File: config.mk
export PLATFORM = sky130hd
export DESIGN_NAME = vc_mem_arbiter
export DESIGN_NICKNAME = d
export VERILOG_FILES = /design/src/rtl/vc_pkg.sv /design/src/rtl/vc_beat_counter.sv /design/src/rtl/vc_mem_arbiter.sv
export SDC_FILE = /design/constraint.sdc
export NUM_CORES = 1
export LEC_CHECK = 0
export CAP_MARGIN = 0
export CORE_MARGIN = 1
export CORE_UTILIZATION = 36
export DETAILED_ROUTE_END_ITERATION = 7
export HOLD_SLACK_MARGIN = 0.1
export PLACE_DENSITY = 0.85
export SETUP_SLACK_MARGIN = 0.15
export SYNTH_ARGS = -nofsm -noshare
export SYNTH_HDL_FRONTEND = slang
export SYNTH_SLANG_ARGS = --single-unit
export TNS_END_PERCENT = 5
File: constraint.sdc
create_clock -name clk -period 3.7 [get_ports clk]
set_input_delay 0.74 -clock clk [delete_from_list [all_inputs] [get_ports clk]]
set_output_delay 0.74 -clock clk [all_outputs]
set_load 0.005 [all_outputs]
File: src/rtl/vc_pkg.sv
// Shared types and sizing helpers for the vc memory-port arbiter.
// Latency: n/a (types and constant functions only).
// Backpressure: n/a.
package vc_pkg;

    // Which cache currently owns the external memory port
    typedef enum logic [1:0] {
        OWN_NONE = 2'd0,
        OWN_I    = 2'd1,
        OWN_D    = 2'd2
    } owner_t;

    // Arbiter sequencing: decide, request, stream beats, one idle turnaround
    typedef enum logic [2:0] {
        IDLE   = 3'd0,
        REQ_I  = 3'd1,
        REQ_D  = 3'd2,
        XFER_I = 3'd3,
        XFER_D = 3'd4,
        TURN   = 3'd5
    } state_t;

    localparam int I_BEATS_DEF = 4;
    localparam int D_BEATS_DEF = 2;

    function automatic int max_int(input int a, input int b);
        return (a > b) ? a : b;
    endfunction

    // Beat-counter width; floor of 1 bit so a single-beat burst still has a register
    function automatic int cnt_width(input int a, input int b);
        int m;
        m = max_int(a, b);
        return (m < 2) ? 1 : $clog2(m);
    endfunction

    localparam int CNT_W = cnt_width(I_BEATS_DEF, D_BEATS_DEF);

endpackage

File: src/rtl/vc_beat_counter.sv
// Counts qualified burst beats and flags the final one against a selectable limit.
// Latency: o_last is combinational with the beat; count clears on the edge after it.
// Backpressure: none; advances only on i_beat, which the owner of the port qualifies.
module vc_beat_counter #(
    parameter int W = 2
) (
    input  logic         clk,
    input  logic         rst_n,
    input  logic         i_beat,
    input  logic [W-1:0] i_limit,
    output logic         o_last
);

    logic [W-1:0] r_count;

    assign o_last = i_beat && (r_count == i_limit);

    // Advance on each qualified beat, wrap to zero on the final beat of the burst
    always_ff @(posedge clk or negedge rst_n) begin
        if (!rst_n) begin
            r_count <= '0;
        end else if (i_beat) begin
            if (o_last) begin
                r_count <= '0;
            end else begin
                r_count <= r_count + 1'b1;
            end
        end
    end

endmodule

File: src/rtl/vc_mem_arbiter.sv
// Shares one external memory port between I-cache fills and D-cache reads/writes.
// Latency: request seen in IDLE -> m_req next cycle; x_last -> next m_req at least 2 cycles.
// Backpressure: requester holds req until x_last; beats are paced entirely by the memory port.
module vc_mem_arbiter
    import vc_pkg::*;
#(
    parameter int PA      = 24,
    parameter int I_BEATS = I_BEATS_DEF,
    parameter int D_BEATS = D_BEATS_DEF
) (
    input  logic          clk,
    input  logic          rst_n,
    // I-cache line fill
    input  logic          i_req,
    input  logic [PA-1:0] i_addr,
    output logic          i_gnt,
    output logic          i_rvalid,
    output logic          i_last,
    // D-cache fill / write-back
    input  logic          d_req,
    input  logic          d_wr,
    input  logic [PA-1:0] d_addr,
    input  logic [15:0]   d_wdata,
    output logic          d_gnt,
    output logic          d_rvalid,
    output logic          d_wready,
    output logic          d_last,
    output logic [15:0]   rdata,
    // Memory port
    output logic          m_req,
    output logic          m_wr,
    output logic [PA-1:0] m_addr,
    output logic [15:0]   m_wdata,
    input  logic          m_ack,
    input  logic          m_rvalid,
    input  logic          m_wready,
    input  logic [15:0]   m_rdata
);

    localparam int CW = cnt_width(I_BEATS, D_BEATS);
    localparam logic [CW-1:0] I_LIM = CW'(I_BEATS - 1);
    localparam logic [CW-1:0] D_LIM = CW'(D_BEATS - 1);

    state_t        r_state;
    owner_t        r_owner;
    logic          r_fair;
    logic          r_m_req;
    logic          r_m_wr;
    logic [PA-1:0] r_m_addr;

    logic          w_xfer_i;
    logic          w_xfer_d;
    logic          w_beat;
    logic          w_last;
    logic [CW-1:0] w_limit;

    assign w_xfer_i = (r_state == XFER_I);
    assign w_xfer_d = (r_state == XFER_D);

    // A beat only counts in the owner's transfer state; writes pace on wready, reads on rvalid
    assign w_beat  = (w_xfer_i && m_rvalid)
                   || (w_xfer_d && (r_m_wr ? m_wready : m_rvalid));
    assign w_limit = w_xfer_d ? D_LIM : I_LIM;

    vc_beat_counter #(
        .W (CW)
    ) u_beat_counter (
        .clk     (clk),
        .rst_n   (rst_n),
        .i_beat  (w_beat),
        .i_limit (w_limit),
        .o_last  (w_last)
    );

    // Arbitration and port sequencing; port request fields are captured on entry to REQ_x
    always_ff @(posedge clk or negedge rst_n) begin
        if (!rst_n) begin
            r_state  <= IDLE;
            r_owner  <= OWN_NONE;
            r_fair   <= 1'b0;
            r_m_req  <= 1'b0;
            r_m_wr   <= 1'b0;
            r_m_addr <= '0;
        end else begin
            case (r_state)
                IDLE: begin
                    // D first, unless I already lost a round to D
                    if (d_req && !(i_req && r_fair)) begin
                        r_state  <= REQ_D;
                        r_owner  <= OWN_D;
                        r_m_req  <= 1'b1;
                        r_m_wr   <= d_wr;
                        r_m_addr <= d_addr;
                    end else if (i_req) begin
                        r_state  <= REQ_I;
                        r_owner  <= OWN_I;
                        r_m_req  <= 1'b1;
                        r_m_wr   <= 1'b0;
                        r_m_addr <= i_addr;
                    end
                end
                REQ_I: begin
                    if (m_ack) begin
                        r_state <= XFER_I;
                        r_m_req <= 1'b0;
                        r_fair  <= 1'b0;
                    end
                end
                REQ_D: begin
                    if (m_ack) begin
                        r_state <= XFER_D;
                        r_m_req <= 1'b0;
                        if (i_req) begin
                            r_fair <= 1'b1;
                        end
                    end
                end
                XFER_I, XFER_D: begin
                    // Requester dropping req early does not cut the burst short
                    if (w_last) begin
                        r_state  <= TURN;
                        r_owner  <= OWN_NONE;
                        r_m_wr   <= 1'b0;
                        r_m_addr <= '0;
                    end
                end
                TURN: begin
                    r_state <= IDLE;
                end
                default: begin
                    r_state <= IDLE;
                end
            endcase
        end
    end

    assign m_req   = r_m_req;
    assign m_wr    = r_m_wr;
    assign m_addr  = r_m_addr;
    assign m_wdata = (r_owner == OWN_D) ? d_wdata : 16'h0000;

    // Handshakes are only forwarded in the matching state, so stray strobes never leak
    assign i_gnt    = (r_state == REQ_I) && m_ack;
    assign d_gnt    = (r_state == REQ_D) && m_ack;
    assign i_rvalid = w_xfer_i && m_rvalid;
    assign d_rvalid = w_xfer_d && !r_m_wr && m_rvalid;
    assign d_wready = w_xfer_d && r_m_wr && m_wready;
    assign i_last   = w_xfer_i && w_last;
    assign d_last   = w_xfer_d && w_last;
    assign rdata    = (w_xfer_i || w_xfer_d) ? m_rdata : 16'h0000;

endmodule

=== Word level (Yosys, flattened, before mapping) ===
Index checks and enable logic that the tools add are counted.

* Add/sub/neg operators: 1
* $mul: 0
* Div/mod/pow operators: 0
* $lt $le $gt $ge: 0
* Equality and inequality tests: 12
* Shift-type cells: 0
* Muxes and demuxes: 29
* Bitwise operators: 0
* Reductions and logical operators: 27

{| class="wikitable"
|+ Operators by type and width
! cell !! number
|-
| $mux 24 || 3
|-
| $pmux 24 s2 || 1
|-
| $mux 16 || 2
|-
| $mux 3 || 5
|-
| $logic_and 1x1->1 || 13
|-
| $pmux 3 s4 || 1
|-
| $mux 2 || 5
|-
| $mux 1 || 8
|-
| $ne 2x2->1 const B || 4
|-
| $reduce_and 4->1 || 2
|-
| $eq 3x2->1 const B || 2
|-
| $pmux 1 s2 || 3
|-
| $reduce_and 3->1 || 2
|-
| $reduce_bool 2->1 || 3
|-
| $pmux 2 s2 || 1
|-
| $reduce_or 2->1 || 2
|-
| $eq 3x1->1 const B || 1
|-
| $eq 3x3->1 const B || 1
|-
| $logic_not 3->1 || 1
|-
| $ne 3x3->1 const B || 1
|-
| $add 2x1->2 const B || 1
|-
| $eq 2x2->1 || 1
|-
| $eq 2x2->1 const B || 1
|-
| $logic_not 1->1 || 2
|-
| 2 further kinds || 3
|}

* Bits in registers: 34
* Bits in latches: 0
* Bits in writable memories: 0
* Memory bits (read-only): 0
* Input bits: 88
* Output and inout port bits: 65
* Logic and storage cells: 76
* Memories kept: 0

=== Logic depth before layout (Yosys ltp) ===
* Word-level depth: 6
* Gate-level depth with buffers: 7
* Depth with buffers taken out: 4

=== Hierarchy ===
From an unflattened synthesis, not the netlist that was laid out.

* Cell total of the unflattened synthesis: 181
* Area, all modules: 1998.2 µm²

{| class="wikitable"
|+ Modules (own cells, without submodules)
! module !! times used !! cells each !! area each (µm²) !! seq. area each (µm²)
|-
| vc_mem_arbiter || 1 || 167 || 1875.5 || 800.8
|-
| vc_beat_counter || 1 || 14 || 122.6 || 50.0
|}

=== Worst setup path after synthesis ===
OpenSTA, ideal clock, no wires.

* Kind: register to output
* Start: reg r_state[1]
* End: out rdata[10]
* Arrival: 1.394 ns
* Data required time: 2.960 ns
* Path slack: 1.566 ns
* Cell stages (with the launch flop): 6
* Buffers on the path: 2
* Cells stage by stage: dfrtp_1 > buf_2 > and3b_4 > nor2_1 > clkbuf_1 > nor2b_1

* Cells in the longest elaborated chain, start to end: 3
* Elaborated cells between the ends (all ways): 4
* Those cells by class: 2 x eq/ne; 1 x mux; 1 x reduce/logical

{| class="wikitable"
|+ RTL lines
! item !! RTL line !! source
|-
| start, declared || vc_mem_arbiter.sv:44 || <nowiki>state_t r_state;</nowiki>
|-
| start signal, assigned || vc_mem_arbiter.sv:78 || <nowiki>r_state <= IDLE;</nowiki>
|-
| start signal, assigned || vc_mem_arbiter.sv:89 || <nowiki>r_state <= REQ_D;</nowiki>
|-
| start signal, assigned || vc_mem_arbiter.sv:95 || <nowiki>r_state <= REQ_I;</nowiki>
|-
| $eq 3x2->1 / $eq 3x3->1 (equally long branches) || vc_mem_arbiter.sv:57, vc_mem_arbiter.sv:58 ||
|-
| $logic_or 1x1->1 * || vc_mem_arbiter.sv:150 || <nowiki>assign rdata = (w_xfer_i || w_xfer_d) ? m_rdata : 16'h0000;</nowiki>
|-
| $mux 16 * || vc_mem_arbiter.sv:150 ||
|-
| end, declared || vc_mem_arbiter.sv:28 || <nowiki>output logic [15:0] rdata,</nowiki>
|}

Mark *: on every way between the ends. The rest lies on a longest branch, timed or not.

=== Final worst setup path ===
* Start: reg r_state[0]
* End: out rdata[3]

The elaborated chain is that of the path after synthesis.

==> results.yml <==
run_status:
  status: "finished, final reports clean"
setup_path:
  slowest_delay_ns: 0.73
  end_kind: "output port"
  worst_r2r_path_depth: 5
  critPathBufInv: 1
  rr_startpoint: "r_state[0]$_DFFE_PN0P_"
  r2r-end: "m_wr$_DFFE_PN0P_"
  timing.setup.critical_path_class: "flip-flop to output port"
  critPathMaxFanout: 17
  path_delay_family: "simple AND/OR/NAND/NOR gates"
  slowest_stage: "nor2_1"
  data_required_time_at_the_worst_endpoint_ns: 2.96
  path_cells: "and3b_4 -> nor2_1 -> and2b_1 -> clkdlybuf4s50_1"
  setup.worst_path.start_class: "flip-flop"
  r2r_setup_slack_ns: 1.39
  timing.critical_path.from: "r_state[0]$_DFFE_PN0P_"
  arrival_ns: 2.44
power_and_ir_drop:
  netSwitchingFraction_pct: 34.05
  powerDensity_nw_per_um2: 632.6
  power.leakage_nw: 1.528
  share_comb_of_total_power_pct: 57.3
  irDropWorstVdd_v: 0.0003721
  sequentialPowerShare_pct: 30.9
  power_frac_clock_pct: 11.8
  netSwitchingPower_uw: 784.9
  cell_internal_pwr_mw: 1.521
die:
  die_h_um: 76.43
  core_region_area_um2: 5205
  number_of_placement_rows: 26
  start_util_pct: 38.32
  io_pins: 153
  floorplan.die.width_um: 76.43
  die-area_um2: 5842
clocking:
  clkTransAtPathRegs_ns: 0.07
  clock_tree_from_tritoncts: "done"
  total_clock_buffers_created_by_cts: 5
  htree_num_levels: 2
  worstSkewPairLatency_ns: 0.28
  cts_num_sinks: 34
  clk_root_buffer_cell: "clkbuf_8"
  resized_gates_after_cts: 0
  postCtsSetupRepairBufs: 0
  postCtsHoldBufs: 0
  cts_max_path_buffers: 2
cells_and_area:
  antenna_cells_inserted: 0
  fin_area_um2: 3645
  area_of_combinational_cells_with_multiple_inputs_um2: 1054
  area_growth_syn_to_layout_pct: 82.75
  drive_gt1_share_pct: 9.174
  fillers: 422
  nNetsFinal: 414
  area_taken_by_flip_flops_and_latches_um2: 850.8
timing:
  rsz0062_at_grt: "no"
  fin_worst_skew_ns: 0.003631
  slew-limit-headroom_pct: 35.45
  tns_ns: 0
  timing_hold_violations_final: 0
  slew_violations: 0
  finalSetupViolCount: 0
  max_freq_mhz: 314.2
  fin_crit_ns: 3.183
  tightest_slew_ns: 0.9647
  post-route-period-util_pct: 86.02
global_routing:
  grt-ovfl-total: 0
  grt_usage_pct: 20.10
  antenna_found_initial: 0
  first_global_vias: 1965
  grt_start_max_net_pins: 35
  grt_pass1_wl_um: 9508
worst_hold_path:
  min_path_type: "flip-flop to flip-flop"
  hold_path_startpoint: "m_addr[4]$_DFFE_PN0P_"
  cell_count_of_the_worst_hold_path: 1
  worstHoldEndpoint: "m_addr[4]$_DFFE_PN0P_"
drt:
  met2_wirelength_um: 2714
  route.antenna.remaining_nets: 0
  avgViaCountPerCell: 4.884
  drt-wirelength-per-cell_um: 14.14
  met3WireLength_um: 507
  detailedRoute.firstIterationViolations: 28
  detail_route.drc_violations: 0
  totalWireLength_um: 5614
  via_count: 1939
  drt_first_pass_iters: 4
  met1_length_um: 2303
  route.top_layer_used: "met4"
yosys:
  post_synth_instance_area_um2: 1994
  yosys_warnings: 0
  postSynthCellCount: 176
  synth.yosys.seq_area_share_pct: 42.66
  synth-seq-cells: 34
  synth_cell_types: 36
  post_synthesis_net_count: 264
  syn_avg_cell_area_um2: 11.33
placed_design:
  globalplace.congestion: 0.8000
  dpl.hpwl_um: 4420
  port_buffers: 152
  placement.cell_area_um2: 3553
flow_run:
  max-cap-violations: 0
## cells by family after synthesis
family                 after synthesis  synth area share, %
XOR/XNOR                             1               0.4392
flip-flops                          34                42.66
AND/OR/NAND/NOR                     55                18.07
AO/OA/AOI/OAI                       42                20.70
multiplexers                        27                13.61
buffers and inverters               17                4.517
## metrics by stage
stage / std cells / power (mW) / worst slack (ns) / hold slack (ns) / utilization [%]
global placement: 389 / 2.017 / 0.7186 / 0.4729 / 68.27
global route: 397 / 2.472 / 0.2896 / 0.5167 / 70.02
detailed placement: 389 / 2.046 / 0.6921 / 0.4729 / 68.27
finish: 397 / 2.306 / 0.5172 / 0.4912 / 70.02
CTS: 397 / 2.337 / 0.4939 / 0.4939 / 70.02
floorplan: 176 / 1.371 / 1.566 / 0.4444 / -
## power by group through the flow
| stage | logic [mW] | clock network, mW | registers [mW] |
|---|---|---|---|
| finish | 1.32 | 0.272 | 0.712 |
| global placement | 1.31 | 0 | 0.707 |
| CTS | 1.34 | 0.285 | 0.710 |
| floorplan | 0.688 | 0 | 0.683 |
| global route | 1.43 | 0.295 | 0.742 |
| detailed placement | 1.34 | 0 | 0.706 |
## registers in the layout, summed over array words and instances (netlist names)
name / flops
r_fair: 1
m_addr: 24
m_req: 1
r_state: 3
r_owner: 2
u_beat_counter.r_count: 2
m_wr: 1
## Yosys cell counts
library cell  count  share of area (%)
o32ai_1           1               0.44
and2b_1           6                2.3
nand2b_1          1               0.31
a41oi_1           1               0.44
mux2i_1          26                 13
a22o_1            1               0.44
nor3b_2           1               0.63
and3b_1           1               0.44
xnor2_1           1               0.44
and4b_1           1               0.50
o32ai_4           1                1.4
and4_4            1               0.56
and4b_2           1               0.56
inv_1             4               0.75
or3_1             1               0.31
and3b_4           1               0.63
buf_6             3                1.7
nor2_1            5               0.94
a21oi_1           3               0.75
a21o_2            1               0.44
mux2_2            1               0.56
and2_1           17                5.3
buf_2             3               0.75
nor3_1            1               0.25
nor2b_1          12                3.8
clkbuf_1          7                1.3
o21ai_0           6                1.5
and4_1            1               0.44
a311oi_1          1               0.44
a21boi_1          1               0.38
o2bb2ai_1        15                6.6
o211ai_1          1               0.38
nand2_1           4               0.75
dfrtp_1          34                 43
o2bb2ai_2        10                7.5
and3_2            1               0.38
## how the worst max path moves through the flow
stage / depth (start not counted) / end / slack [ns]
finish: 4 / rdata[3] / 0.52
global route: 4 / rdata[3] / 0.29
CTS: 4 / rdata[3] / 0.49
detailed placement: 4 / d_last / 0.69
global placement: 4 / d_last / 0.72
floorplan: 5 / rdata[10] / 1.57
## area by class of cell
type,count,share of cell area [%]
well taps,70,2.403
flip-flops and latches,34,23.34
inverters,4,0.4119
clock buffers,7,2.369
repair buffers,156,42.43
clock inverters,1,0.1373
multi-input cells,125,28.90
## layer usage
layer  up-vias  GRT usage [%]
li1        943              -
met2       100          34.05
met5         -              0
met4         0          6.346
met3         9          7.066
met1       887          23.70
## layout by cell type, fill, tap and decap left out, drive strengths merged, types with 3 or more instances in the layout
cell,synthesis,final
a21oi,3,3
and2,17,17
and2b,6,6
buf,6,5
clkbuf,7,7
clkdlybuf4s50,0,151
dfrtp,34,34
inv,4,4
mux2i,26,26
nand2,4,4
nor2,5,5
nor2b,12,12
o21ai,6,6
o2bb2ai,25,25
Power figures use the tool's default switching activity.
